===== config.mk =====
export PLATFORM = sky130hd
export DESIGN_NAME = uart_tx_arbiter
export DESIGN_NICKNAME = d
export VERILOG_FILES = /design/src/rtl/uart_tx_arbiter.sv
export SDC_FILE = /design/constraint.sdc
export NUM_CORES = 1
export LEC_CHECK = 0
export ABC_AREA = 1
export CORE_MARGIN = 1
export CORE_UTILIZATION = 31
export CTS_CLUSTER_SIZE = 12
export DETAILED_ROUTE_END_ITERATION = 10
export PLACE_DENSITY = 0.68
export SYNTH_ARGS = -nofsm -noshare
export SYNTH_HDL_FRONTEND = slang
export SYNTH_SLANG_ARGS = --single-unit

===== constraint.sdc =====
create_clock -name clk_i -period 3.22 [get_ports clk_i]
set_input_delay 0.322 -clock clk_i [delete_from_list [all_inputs] [get_ports clk_i]]
set_output_delay 0.322 -clock clk_i [all_outputs]
set_load 0.02 [all_outputs]

===== src/rtl/uart_tx_arbiter.sv =====
// Packet-level round-robin arbiter sharing one UART TX path.
// Grants are held for a whole packet; a stall watchdog reclaims idle grants.
module uart_tx_arbiter #(
  parameter int NUM_REQ_P   = 2,
  parameter int WIDTH_P     = 8,
  parameter int TIMEOUT_P   = 1024,
  parameter int CNT_WIDTH_P = 16
) (
  input  logic                         clk_i,
  input  logic                         rst_i,
  input  logic [NUM_REQ_P-1:0]         req_valid_i,
  input  logic [NUM_REQ_P-1:0]         req_last_i,
  input  logic [NUM_REQ_P*WIDTH_P-1:0] req_data_i,
  output logic [NUM_REQ_P-1:0]         req_ready_o,
  output logic [WIDTH_P-1:0]           data_o,
  output logic                         valid_o,
  input  logic                         ready_i,
  output logic [NUM_REQ_P-1:0]         grant_o,
  output logic                         abort_o,
  output logic [CNT_WIDTH_P-1:0]       pkt_count_o
);

  localparam int IDX_W   = $clog2(NUM_REQ_P);
  localparam int STALL_W = $clog2(TIMEOUT_P);

  localparam logic [STALL_W-1:0] STALL_MAX =
    STALL_W'(TIMEOUT_P - 1);
  localparam logic [IDX_W-1:0] LAST_RST =
    IDX_W'(NUM_REQ_P - 1);

  typedef enum logic {
    ST_IDLE,
    ST_BUSY
  } state_t;

  state_t r_state;
  state_t w_state_nxt;

  logic [IDX_W-1:0]       r_g;
  logic [IDX_W-1:0]       w_g_nxt;
  logic [IDX_W-1:0]       r_last;
  logic [IDX_W-1:0]       w_last_nxt;
  logic [IDX_W-1:0]       w_sel;
  logic                   w_sel_vld;
  logic [STALL_W-1:0]     r_stall;
  logic [STALL_W-1:0]     w_stall_nxt;
  logic                   r_abort;
  logic                   w_abort_nxt;
  logic [CNT_WIDTH_P-1:0] r_cnt;
  logic [CNT_WIDTH_P-1:0] w_cnt_nxt;

  logic w_busy;
  logic w_valid;
  logic w_last;
  logic w_xfer;

  // First valid requester after the last one served, with wrap.
  always_comb begin
    int j;
    w_sel     = '0;
    w_sel_vld = 1'b0;
    for (int i = NUM_REQ_P; i >= 1; i--) begin
      j = int'(r_last) + i;
      if (j >= NUM_REQ_P) j = j - NUM_REQ_P;
      if (req_valid_i[j]) begin
        w_sel     = IDX_W'(j);
        w_sel_vld = 1'b1;
      end
    end
  end

  assign w_busy  = (r_state == ST_BUSY);
  assign w_valid = w_busy & req_valid_i[r_g];
  assign w_last  = req_last_i[r_g];
  assign w_xfer  = w_valid & ready_i;

  assign valid_o = w_valid;
  assign data_o  = w_busy ?
    req_data_i[r_g*WIDTH_P +: WIDTH_P] : '0;

  assign grant_o = w_busy ?
    (NUM_REQ_P'(1) << r_g) : '0;
  assign req_ready_o = grant_o & {NUM_REQ_P{ready_i}};

  assign abort_o     = r_abort;
  assign pkt_count_o = r_cnt;

  always_comb begin
    w_state_nxt = r_state;
    w_g_nxt     = r_g;
    w_last_nxt  = r_last;
    w_stall_nxt = r_stall;
    w_abort_nxt = 1'b0;
    w_cnt_nxt   = r_cnt;
    unique case (r_state)
      ST_IDLE: begin
        if (w_sel_vld) begin
          w_state_nxt = ST_BUSY;
          w_g_nxt     = w_sel;
          w_stall_nxt = '0;
        end
      end
      ST_BUSY: begin
        if (w_xfer) begin
          w_stall_nxt = '0;
          if (w_last) begin
            w_state_nxt = ST_IDLE;
            w_last_nxt  = r_g;
            w_cnt_nxt   = r_cnt + CNT_WIDTH_P'(1);
          end
        end else if (!req_valid_i[r_g]) begin
          // Backpressure holds the counter; only a missing byte counts.
          if (r_stall == STALL_MAX) begin
            w_state_nxt = ST_IDLE;
            w_last_nxt  = r_g;
            w_stall_nxt = '0;
            w_abort_nxt = 1'b1;
          end else begin
            w_stall_nxt = r_stall + STALL_W'(1);
          end
        end
      end
      default: w_state_nxt = ST_IDLE;
    endcase
  end

  always_ff @(posedge clk_i) begin
    if (rst_i) begin
      r_state <= ST_IDLE;
      r_g     <= '0;
      r_last  <= LAST_RST;
      r_stall <= '0;
      r_abort <= 1'b0;
      r_cnt   <= '0;
    end else begin
      r_state <= w_state_nxt;
      r_g     <= w_g_nxt;
      r_last  <= w_last_nxt;
      r_stall <= w_stall_nxt;
      r_abort <= w_abort_nxt;
      r_cnt   <= w_cnt_nxt;
    end
  end

endmodule


==> results.sh <==
export IMPL_dp_cells=414
export IMPL_detail_route_wl_per_cell_um=11.6
export IMPL_cts_sinks=30
export IMPL_layout_cells_non_filler=422
export IMPL_routed_wl_mm=4.89
export IMPL_grt_ovfl_total=0
export IMPL_leakage_nw=0.917
export IMPL_grt_max_degree=20
export IMPL_synthTopCellsByArea="dfxtp_1 (31%), nand2_1 (18%), nor2_1 (8.1%)"
export IMPL_die_h_um=80.5
export IMPL_final_seq_area_um2=601
export IMPL_slowest_stage="clkdlybuf4s50_1"
export IMPL_startpoint_type="register"
export IMPL_ys_types=31
export IMPL_met1_length_mm=2.15
export IMPL_rsz0062_at_grt="no"
export IMPL_status="complete, no violations"
export IMPL_synth_common_cells="nand2_1 (91), nor2_1 (41), dfxtp_1 (30)"
export IMPL_cpPeakStageDelay_ps=600
export IMPL_gp_congestion=0.783
export IMPL_ys_ff_latch=30
export IMPL_clkLatencyLatePin_ps=290
export IMPL_rows=28
export IMPL_first_global_vias=1900
export IMPL_power_density_mw_per_mm2=352
export IMPL_vdd_ir_drop_max_uv=267
export IMPL_layout_nets=371
export IMPL_dp_hpwl_mm=3.57
export IMPL_worstSetupPathType="register to primary output"
export IMPL_synthArstFlopShare=0
export IMPL_wl_met2_mm=2.26
export IMPL_drt_iter0_markers=110
export IMPL_grtUsageTotal=0.158
export IMPL_post_cts_setup_buffer_count=0
export IMPL_root_buffer="clkbuf_8"
export IMPL_ys_warn_count=0
export IMPL_ys_seq_area_frac=0.315
export IMPL_fin_util=0.434
export IMPL_worstHoldPathType="register to register"
export IMPL_finalCritPeriodShare=0.755
export IMPL_ctsHtreeMaxLevel=2
export IMPL_numCtsBuffers=5
export IMPL_io_pin_count=53
export IMPL_hold_start="r_last"
export IMPL_worst_slew_pin_slew_ps=431
export IMPL_fin_crit_ps=2430
export IMPL_drive_gt1_frac=0.0807
export IMPL_wl_met3_um=403
export IMPL_multiInputGateArea_mm2=0.00113
export IMPL_critPathCaptureType="primary output"
export IMPL_maxSlewHeadroom=0.713
export IMPL_grt_pass1_wl_mm=8.08
export IMPL_antenna_found_initial=0
export IMPL_avgSynthCellArea_um2=6.51
export IMPL_route_detailed_drc=0
export IMPL_route_antenna_remaining_nets=0
export IMPL_rr_startpoint="r_stall[1]"
export IMPL_path_cells="inv_2, nor2_2, a22o_1, clkdlybuf4s50_1"
export IMPL_cts_hold_buffers=0
export IMPL_syn_inst=293
export IMPL_yosysTopAreaCell="dfxtp_1"
export IMPL_start_util=0.322
export IMPL_clk_pin_slew_ps=60
export IMPL_die_w_um=80.5
export IMPL_final_cell_area_mm2=0.00257
export IMPL_synthFlopType="dfxtp_1"
export IMPL_synth_top_area_share=0.315
export IMPL_vias=2054
export IMPL_syn_area_mm2=0.00191
export IMPL_critPathRequiredTime_ps=2900
export IMPL_dieArea_mm2=0.00647
export IMPL_n_fill_cell=630
export IMPL_diodes=0
export IMPL_clockBufferDepth=2
export IMPL_hold_viol=0
export IMPL_areaGrowthSynthToFinish_pct=34.8
export IMPL_top_layer="met4"
export IMPL_r2r_setup_slack_ps=1530
export IMPL_setup_viol=0
export IMPL_ctsResizeCount=0
export IMPL_tns_ps=0
export IMPL_cp_startpoint="r_state"
export IMPL_tritoncts="yes"
export IMPL_vias_per_cell=4.87
export IMPL_yosysMostFrequentCell="nand2_1"
export IMPL_max_freq_mhz=411
export IMPL_portBuffers=52
export IMPL_placedInstanceArea_mm2=0.00246
export IMPL_clock_skew_ps=8.69
export IMPL_core_mm2=0.00592
export IMPL_syn_nets=318
export IMPL_cap_violations=0
export IMPL_path_max_fanout=9
export IMPL_crit_arrival_ps=2110
export IMPL_maxSlewViolCount=0
export IMPL_synth_edf_count=0
export IMPL_drt_pass1_iter_count=4
==> per-stage QoR <==
stage          hold WS [ps]  worst slack, ps  power [W]
4_1_cts                 467              762   0.000913
5_1_grt                 492              641   0.000938
3_3_place_gp            457             1110   0.000530
6_report                470              789   0.000906
2_1_floorplan           401             1680   0.000472
3_5_place_dp            449             1070   0.000531
==> cell type report <==
type	instances	share of cell area
clock buffers	5	0.0268
inverters	29	0.0423
repair buffers	53	0.205
multi-input cells	227	0.440
flip-flops and latches	30	0.234
well taps	75	0.0365
clock inverters	3	0.0156
==> kinds of logic after synthesis <==
| kind of cell | synth area share |
|---|---|
| simple gates | 0.443 |
| fa+ha+maj | 0.0131 |
| xor+xnor | 0.00918 |
| compound gates | 0.127 |
| buf+inv | 0.0925 |
| flops | 0.315 |
==> path summary, 6_finish.rpt <==
path / to / depth (start not counted)
setup / recovery: data_o[5] / 4
hold / removal: r_last / 2
setup reg to reg: r_stall[4] / 8
hold reg to reg: r_last / 2
==> worst max-delay path: cells and delay by family, from the launching register on <==
family                 cells  cell delay, ps
and+or+nand+nor            1             300
buffers and inverters      2             760
AOI/OAI and AO/OA          1             190
DFF                        1             570
==> layer usage <==
| layer | vias up | global-route usage |
|---|---|---|
| li1 | 1060 | - |
| met1 | 916 | 0.179 |
| met2 | 66 | 0.287 |
| met3 | 12 | 0.0398 |
| met4 | 0 | 0.0464 |
| met5 | - | 0 |
==> placed cells by master, fill, tap and decap left out, drive strengths merged <==
cell | Yosys | routed
a22o | 8 | 8
clkdlybuf4s50 | 0 | 52
o21bai | 1 | 1
o21a | 1 | 1
buf | 5 | 1
o21ai | 8 | 8
nor4 | 1 | 1
clkinv | 1 | 3
nand3b | 2 | 2
xor2 | 1 | 1
inv | 28 | 28
nand4 | 11 | 11
clkbuf | 2 | 5
dfxtp | 30 | 30
a21oi | 20 | 20
a31oi | 1 | 1
bufinv | 0 | 1
nand3 | 26 | 26
nor2 | 44 | 44
nor3 | 3 | 3
ha | 2 | 2
xnor2 | 1 | 1
nand2 | 97 | 97
==> power breakdown <==
group	total [W]	switching, W	internal (W)
logic	0.000138	0.0000726	0.0000651
clock network	0.000384	0.000156	0.000228
registers	0.000385	0.00000888	0.000376
==> state kept, by name, summed over array words and instances (netlist names) <==
signal       count
r_g              1
pkt_count_o     16
r_last           1
r_stall         10
r_state          1
abort_o          1
Power figures use the tool's default switching activity.
